**config.mk**
```make
export PLATFORM = sky130hd
export DESIGN_NAME = feature_window_bank_flat
export DESIGN_NICKNAME = d
export VERILOG_FILES = /design/src/rtl/feature_window_bank_if.sv /design/src/rtl/feature_window_bank.sv /design/src/flat_wrapper.sv
export SDC_FILE = /design/constraint.sdc
export NUM_CORES = 2
export LEC_CHECK = 0
export CAP_MARGIN = 20
export CELL_PAD_IN_SITES_DETAIL_PLACEMENT = 0
export CELL_PAD_IN_SITES_GLOBAL_PLACEMENT = 1
export CORE_ASPECT_RATIO = 2
export CORE_MARGIN = 10
export CORE_UTILIZATION = 45
export DETAILED_ROUTE_END_ITERATION = 16
export PLACE_DENSITY_LB_ADDON = 0.1
export SYNTH_ARGS = -nofsm -noshare
export SYNTH_HDL_FRONTEND = slang
export SYNTH_SLANG_ARGS = --single-unit
export TNS_END_PERCENT = 20
```
**constraint.sdc**
```tcl
create_clock -name clk -period 58.7 [get_ports clk]
set_input_delay 17.61 -clock clk [delete_from_list [all_inputs] [get_ports clk]]
set_output_delay 17.61 -clock clk [all_outputs]
set_load 0.02 [all_outputs]
```
**src/rtl/feature_window_bank_if.sv**
```systemverilog
// Write/read/status bundle between the feature loader / PE array (master) and
// feature_window_bank (slave).
interface feature_window_bank_if #(
   parameter int TN            = 4,
   parameter int KERNEL_SIZE   = 3,
   parameter int FEATURE_WIDTH = 16
);
   localparam int LINE_WIDTH = FEATURE_WIDTH * KERNEL_SIZE;
   localparam int RD_WIDTH   = TN * KERNEL_SIZE * LINE_WIDTH;

   logic                  wr_valid;
   logic                  wr_ready;
   logic                  wr_append;
   logic [3:0]            wr_group;
   logic [3:0]            wr_line;
   logic [LINE_WIDTH-1:0] wr_data;
   logic [TN-1:0]         clear;
   logic                  rd_en;
   logic                  rd_mode;
   logic [3:0]            rd_group;
   logic [3:0]            rd_line;
   logic                  rd_valid;
   logic [RD_WIDTH-1:0]   rd_data;
   logic [TN-1:0]         group_full;
   logic [TN-1:0]         group_empty;
   logic                  err_addr;

   modport master (
      output wr_valid, wr_append, wr_group, wr_line, wr_data, clear,
             rd_en, rd_mode, rd_group, rd_line,
      input  wr_ready, rd_valid, rd_data, group_full, group_empty, err_addr
   );

   modport slave (
      input  wr_valid, wr_append, wr_group, wr_line, wr_data, clear,
             rd_en, rd_mode, rd_group, rd_line,
      output wr_ready, rd_valid, rd_data, group_full, group_empty, err_addr
   );
endinterface

```
**src/rtl/feature_window_bank.sv**
```systemverilog
// Per-group circular line window feeding the PE array: append/direct writes, registered
// window or single-line reads. Define FEATURE_WINDOW_ADDR_CHECK_EN for the sticky err_addr flag.
module feature_window_bank #(
   parameter int TN            = 4,
   parameter int KERNEL_SIZE   = 3,
   parameter int FEATURE_WIDTH = 16
) (
   input logic                  clk,
   input logic                  rst,
   feature_window_bank_if.slave bus
);
   localparam int LINE_WIDTH = FEATURE_WIDTH * KERNEL_SIZE;
   localparam int RD_WIDTH   = TN * KERNEL_SIZE * LINE_WIDTH;
   localparam int CW         = $clog2(KERNEL_SIZE + 1);

   typedef logic [LINE_WIDTH-1:0] line_t;
   typedef logic [CW-1:0]         ptr_t;

   line_t mem   [TN][KERNEL_SIZE];
   ptr_t  base  [TN];
   ptr_t  cnt   [TN];
   line_t lview [TN][KERNEL_SIZE];

   logic                wr_fire;
   logic                wr_do;
   logic [RD_WIDTH-1:0] rd_next;

   // Operands never exceed 2*KERNEL_SIZE-2, so one conditional subtract replaces a modulo.
   function automatic int wrap(input int sum);
      return (sum >= KERNEL_SIZE) ? sum - KERNEL_SIZE : sum;
   endfunction

   assign bus.wr_ready = ~|bus.clear;
   assign wr_fire      = bus.wr_valid & bus.wr_ready;
   assign wr_do        = wr_fire && (int'(bus.wr_group) < TN) &&
                         (bus.wr_append || (int'(bus.wr_line) < KERNEL_SIZE));

   // Logical view: lview[g][k] is physical line (base_g + k) mod KERNEL_SIZE.
   always_comb begin
      for (int g = 0; g < TN; g++) begin
         for (int k = 0; k < KERNEL_SIZE; k++) begin
            lview[g][k] = '0;
            for (int p = 0; p < KERNEL_SIZE; p++) begin
               if (p == wrap(int'(base[g]) + k)) lview[g][k] = mem[g][p];
            end
         end
      end
   end

   // NOTE: the line storage sits in the reset branch because the window must read back as
   // zero after reset; this makes it flops rather than a RAM macro, which is intended here.
   always_ff @(posedge clk or posedge rst) begin
      if (rst) begin
         for (int g = 0; g < TN; g++) begin
            base[g] <= '0;
            cnt[g]  <= '0;
            for (int k = 0; k < KERNEL_SIZE; k++) mem[g][k] <= '0;
         end
      end else begin
         for (int g = 0; g < TN; g++) begin
            if (bus.clear[g]) begin
               base[g] <= '0;
               cnt[g]  <= '0;
            end else if (wr_do && int'(bus.wr_group) == g) begin
               if (!bus.wr_append) begin
                  for (int p = 0; p < KERNEL_SIZE; p++)
                     if (p == wrap(int'(base[g]) + int'(bus.wr_line))) mem[g][p] <= bus.wr_data;
               end else if (int'(cnt[g]) == KERNEL_SIZE) begin
                  // Full: the oldest line is replaced and becomes the newest.
                  for (int p = 0; p < KERNEL_SIZE; p++)
                     if (p == int'(base[g])) mem[g][p] <= bus.wr_data;
                  base[g] <= ptr_t'(wrap(int'(base[g]) + 1));
               end else begin
                  for (int p = 0; p < KERNEL_SIZE; p++)
                     if (p == wrap(int'(base[g]) + int'(cnt[g]))) mem[g][p] <= bus.wr_data;
                  cnt[g] <= ptr_t'(int'(cnt[g]) + 1);
               end
            end
         end
      end
   end

   // Read result from pre-edge state, so same-edge writes and clears are not visible.
   always_comb begin
      rd_next = '0;
      if (!bus.rd_mode) begin
         for (int g = 0; g < TN; g++)
            for (int k = 0; k < KERNEL_SIZE; k++)
               if (k < int'(cnt[g])) rd_next[(g*KERNEL_SIZE+k)*LINE_WIDTH +: LINE_WIDTH] = lview[g][k];
      end else begin
         for (int g = 0; g < TN; g++)
            for (int k = 0; k < KERNEL_SIZE; k++)
               if (g == int'(bus.rd_group) && k == int'(bus.rd_line)) rd_next[LINE_WIDTH-1:0] = lview[g][k];
      end
   end

   // NOTE: sequential state uses non-blocking assignments so every flop samples pre-edge values.
   always_ff @(posedge clk or posedge rst) begin
      if (rst) begin
         bus.rd_valid <= 1'b0;
         bus.rd_data  <= '0;
      end else begin
         bus.rd_valid <= bus.rd_en;
         if (bus.rd_en) bus.rd_data <= rd_next;
      end
   end

   always_comb begin
      bus.group_full  = '0;
      bus.group_empty = '0;
      for (int g = 0; g < TN; g++) begin
         bus.group_full[g]  = (int'(cnt[g]) == KERNEL_SIZE);
         bus.group_empty[g] = (int'(cnt[g]) == 0);
      end
   end

`ifdef FEATURE_WINDOW_ADDR_CHECK_EN
   logic rd_oob;

   assign rd_oob = bus.rd_en && bus.rd_mode &&
                   ((int'(bus.rd_group) >= TN) || (int'(bus.rd_line) >= KERNEL_SIZE));

   always_ff @(posedge clk or posedge rst) begin
      if (rst) begin
         bus.err_addr <= 1'b0;
      end else if ((wr_fire && !wr_do) || rd_oob) begin
         bus.err_addr <= 1'b1;
      end
   end
`else
   assign bus.err_addr = 1'b0;
`endif

endmodule

```
**src/flat_wrapper.sv**
```systemverilog
// flat-port wrapper written by rule: the top's interface ports become plain ports
module feature_window_bank_flat 
#(
   parameter int TN            = 4,
   parameter int KERNEL_SIZE   = 3,
   parameter int FEATURE_WIDTH = 16
)
  (clk, rst, bus_wr_valid, bus_wr_append, bus_wr_group, bus_wr_line, bus_wr_data, bus_clear, bus_rd_en, bus_rd_mode, bus_rd_group, bus_rd_line, bus_wr_ready, bus_rd_valid, bus_rd_data, bus_group_full, bus_group_empty, bus_err_addr);
  feature_window_bank_if #(.TN(TN), .KERNEL_SIZE(KERNEL_SIZE), .FEATURE_WIDTH(FEATURE_WIDTH)) bus_i ();
  input logic clk;
  input logic rst;
  input wire logic [$bits(bus_i.wr_valid)-1:0] bus_wr_valid;
  input wire logic [$bits(bus_i.wr_append)-1:0] bus_wr_append;
  input wire logic [$bits(bus_i.wr_group)-1:0] bus_wr_group;
  input wire logic [$bits(bus_i.wr_line)-1:0] bus_wr_line;
  input wire logic [$bits(bus_i.wr_data)-1:0] bus_wr_data;
  input wire logic [$bits(bus_i.clear)-1:0] bus_clear;
  input wire logic [$bits(bus_i.rd_en)-1:0] bus_rd_en;
  input wire logic [$bits(bus_i.rd_mode)-1:0] bus_rd_mode;
  input wire logic [$bits(bus_i.rd_group)-1:0] bus_rd_group;
  input wire logic [$bits(bus_i.rd_line)-1:0] bus_rd_line;
  output wire logic [$bits(bus_i.wr_ready)-1:0] bus_wr_ready;
  output wire logic [$bits(bus_i.rd_valid)-1:0] bus_rd_valid;
  output wire logic [$bits(bus_i.rd_data)-1:0] bus_rd_data;
  output wire logic [$bits(bus_i.group_full)-1:0] bus_group_full;
  output wire logic [$bits(bus_i.group_empty)-1:0] bus_group_empty;
  output wire logic [$bits(bus_i.err_addr)-1:0] bus_err_addr;
  assign bus_i.wr_valid = bus_wr_valid;
  assign bus_i.wr_append = bus_wr_append;
  assign bus_i.wr_group = bus_wr_group;
  assign bus_i.wr_line = bus_wr_line;
  assign bus_i.wr_data = bus_wr_data;
  assign bus_i.clear = bus_clear;
  assign bus_i.rd_en = bus_rd_en;
  assign bus_i.rd_mode = bus_rd_mode;
  assign bus_i.rd_group = bus_rd_group;
  assign bus_i.rd_line = bus_rd_line;
  assign bus_wr_ready = bus_i.wr_ready;
  assign bus_rd_valid = bus_i.rd_valid;
  assign bus_rd_data = bus_i.rd_data;
  assign bus_group_full = bus_i.group_full;
  assign bus_group_empty = bus_i.group_empty;
  assign bus_err_addr = bus_i.err_addr;
  feature_window_bank #(.TN(TN), .KERNEL_SIZE(KERNEL_SIZE), .FEATURE_WIDTH(FEATURE_WIDTH)) u_core (.clk(clk), .rst(rst), .bus(bus_i));
endmodule
```
==> results by group <==
Run status
  • Status: completed

Logic synthesis
  • Multiplexer share of the synthesized area: approximately a tenth
  • Count of cell types in the netlist: 91
  • Synth top area cells: dfrtp_1, mux2_2, o2bb2ai_1
  • Flops & latches, synth: 1169
  • Average cell area after synthesis: 9.86 sq um
  • Largest family of logic cells by synthesized area: compound AO/OA/AOI/OAI gates
  • Post-synth EDFFs: 0
  • Compound-Gate Fraction of Synth Area: 22.5%
  • Synthesized-area fraction occupied by adder cells: 1.63%
  • Most used DFF post-synth: dfrtp_1
  • Post-synth top area cell: dfrtp_1
  • Yosys warns: 0
  • Mapped Area: 0.0652 sq mm
  • Post-Syn Nets: slightly below 7000
  • Mapped Cells: 6615
  • Post-synth ARST share: 100%
  • Post-Synth XOR/XNOR Area: 0.215%
  • Post-synthesis sequential area ratio: between 40% and 50%
  • Count leader, synth: dfrtp_1
  • Top cells by count, synth: dfrtp_1, clkbuf_1, mux2_2
  • Area share of the largest cell type after synthesis: 44.8%
  • Synth Area in Simple Gates: 15.6%

CTS
  • Post-CTS Setup Bufs: 0
  • CTS buffer count: 109
  • Resized cells post-CTS: 0
  • Clk buf depth: 3
  • Num Clock Sinks: 1169
  • Clk root buf: clkbuf_16
  • CTS tree: done
  • CTS Hold Buffers Added: 0
  • Worst skew pair latency: approximately 0.8 ns
  • CTS H-tree lvls: 3
  • Reg clk slew, reported paths: around 0.060 ns

Routing
  • DRT Wirelength: ~360 mm
  • Initial DRC count: 8938
  • Antenna viol nets, final: 0
  • Vias after detailed routing: 63100
  • Remaining routing DRC violations: 0
  • Pre-antenna DRT Iters: 6
  • Drt via density: 6.99
  • Wirelength per Cell: 40.2 microns

Final layout
  • Area Growth Syn to Fin: 20.1%
  • Multi-input logic area: between 0.03 and 0.04 sq mm
  • Seq. cell area: 0.0293 sq mm
  • Final instance area: ~0.078 sq mm
  • # fillers: 13100
  • NumNets Final: 7151
  • Fraction of layout cells with a size suffix above 1: 17.3%

Min path
  • Worst Hold Class: reg2reg
  • Hold Startpoint: u_core.bus.rd_data[349]
  • Worst hold path stage count: 1
  • Hold Crit Endpoint: u_core.bus.rd_data[349]

Die
  • Die W: between 200 and 300 microns
  • Initial core utilization: approximately 45%
  • Die H: around 560 microns
  • I/O pin cnt: ~660
  • DIE AREA: ~0.16 sq mm
  • Core Footprint: 0.144 sq mm
  • Rows: 197

Timing
  • Max-slew violations: 0
  • Fin. Hold Viols: 0
  • RSZ-0062 raised after global routing: no
  • Max Clock Freq: 0.0271 GHz
  • Pin slew with the least headroom to its limit: 1.35 ns
  • Setup Viol. Count Final: 0
  • Setup Skew: 0.0356 ns
  • Final hold slack: 0.483 ns
  • Final period util: between 60% and 70%
  • Final Critical Period: 36.91 ns
  • Setup TNS: 0 ns
  • Slew margin rel.: 9.51%

Global routing
  • Largest net degree at the start of global routing: around 190
  • GRT Overall Usage: 44.0%
  • Number of global-route vias before repair: 57900
  • First-pass GRT wire length: 491 mm
  • Initial antenna violation count: 54
  • Total gr overflow: 0

Setup path
  • Crit-path leading delay family: buffers and inverters
  • Setup crit start kind: input port
  • Critical path endpoint category: output port
  • Register-to-register setup slack: 53.21 ns
  • Cell Chain, Critical Path: clkdlybuf4s50_1 > nor4_4 > clkdlybuf4s50_1
  • Crit path kind: in2out
  • Crit-path most repeated cell: clkdlybuf4s50_1
  • Crit path arrival time: 19.30 ns
  • CP Max Fanout: 5
  • Delay of the slowest cell on the worst path: roughly 0.7 ns
  • Worst r2r src: u_core.base[7]
  • R2R Path End: u_core.bus.rd_data[18]
  • Cell count of the worst reg-to-reg path: 12
  • CP max-delay cell: clkdlybuf4s50_1
  • Critical Path RT: between 40 and 50 ns
  • Buf+Inv Stages, Crit Path: 2

Power and ir drop
  • PwrDens: around 22 mW/mm^2
  • Maximum vdd drop: 0.0000235 V
  • LEAKAGE: 32.4 nW

Run
  • Max-cap viol count: 0

Placement
  • Detailed Place HPWL: ~260 mm
  • PortBufs: roughly 660
  • Routability congestion estimate: 1.06
  • DP Area: 0.0737 sq mm
## layer usage
metal / up-vias / global-route usage [%] / wire length, microns
met2: 4744 / 63.0 / 154000
met4: 14 / 42.6 / 44000
met5: - / 0.873 / 124
met3: 1180 / 13.2 / 39400
met1: 31800 / 51.4 / 125000
li1: 25400 / - / -
## through the flow
stage          setup slack, ns  utilization [%]  std cells  total power [mW]
2_1_floorplan             8.16                -       6615             0.886
3_3_place_gp             21.77             51.1       8709             0.940
3_5_place_dp             21.79             51.1       8722             0.942
4_1_cts                  21.78             53.8       8926              1.72
5_1_grt                  21.73             54.3       8983              1.76
6_report                 21.79             54.3       9027              1.73
## cell type report
cell class              instances  area share, %
multi-input cells            4668           42.7
clock inverters                58          0.936
inverters                     107          0.532
well taps                    1890           3.02
clock buffers                 146           3.98
repair buffers                942           11.4
flip-flops and latches       1169           37.3
diodes                         47          0.150
## registers in the layout, indices dropped and copies added (netlist names)
register,flops
u_core.bus.rd_data,576
u_core.bus.rd_valid,1
u_core.cnt,8
u_core.mem,576
u_core.base,8
## worst max-delay path by stage
| stage | slack [ns] | startpoint | endpoint | depth (start not counted) |
|---|---|---|---|---|
| 2_1_floorplan | 8.16 | rst | u_core.base[0] | 1 |
| 3_3_place_gp | 21.77 | bus_clear[0] | bus_wr_ready | 3 |
| 3_5_place_dp | 21.79 | bus_clear[0] | bus_wr_ready | 3 |
| 4_1_cts | 21.78 | bus_clear[0] | bus_wr_ready | 3 |
| 5_1_grt | 21.73 | bus_clear[0] | bus_wr_ready | 3 |
| 6_report | 21.79 | bus_clear[0] | bus_wr_ready | 3 |
## where the power goes
part / switching, mW / leakage, nW / internal [mW]
Clock: 0.356 / 1.89 / 0.440
Sequential: 0.00798 / 16.3 / 0.811
Combinational: 0.0855 / 14.2 / 0.0281
## layout by cell type (no fill, tap or decap), types with 26 or more instances in the layout
cell             count
nor3_1              31
and3_1              58
o311ai_0            46
nand3_1            257
a21oi_1            405
o2bb2ai_1          297
o21ai_0            249
o211ai_1            62
a31oi_1            245
mux2_2             507
a32o_1              49
a21o_1              29
a211oi_1            47
clkdlybuf4s50_1    655
o22ai_1             75
diode_2             47
dfrtp_1           1169
or3b_2              59
a22o_1             185
nor3b_1             45
nand2_1            428
o221ai_1            29
nand2b_1           312
clkbuf_16          112
nor2b_1            138
buf_4              250
ha_1                53
a32oi_1             26
a31o_2              49
mux2_1              34
nor2_1             346
inv_1              100
a22oi_1             36
nand3b_1           127
a2bb2oi_1           29
o31ai_1             36
mux2_4              40
## cell families (layout without fill, tap and decap cells)
family,Yosys count,after routing
other,1,48
adders and majority gates,80,80
xor gates and xnor gates,16,16
and+or+nand+nor,1908,1908
DFF,1169,1169
muxes,589,589
AOI/OAI and AO/OA,2074,2074
buffers and inverters,778,1253
Power figures use the tool's default switching activity.
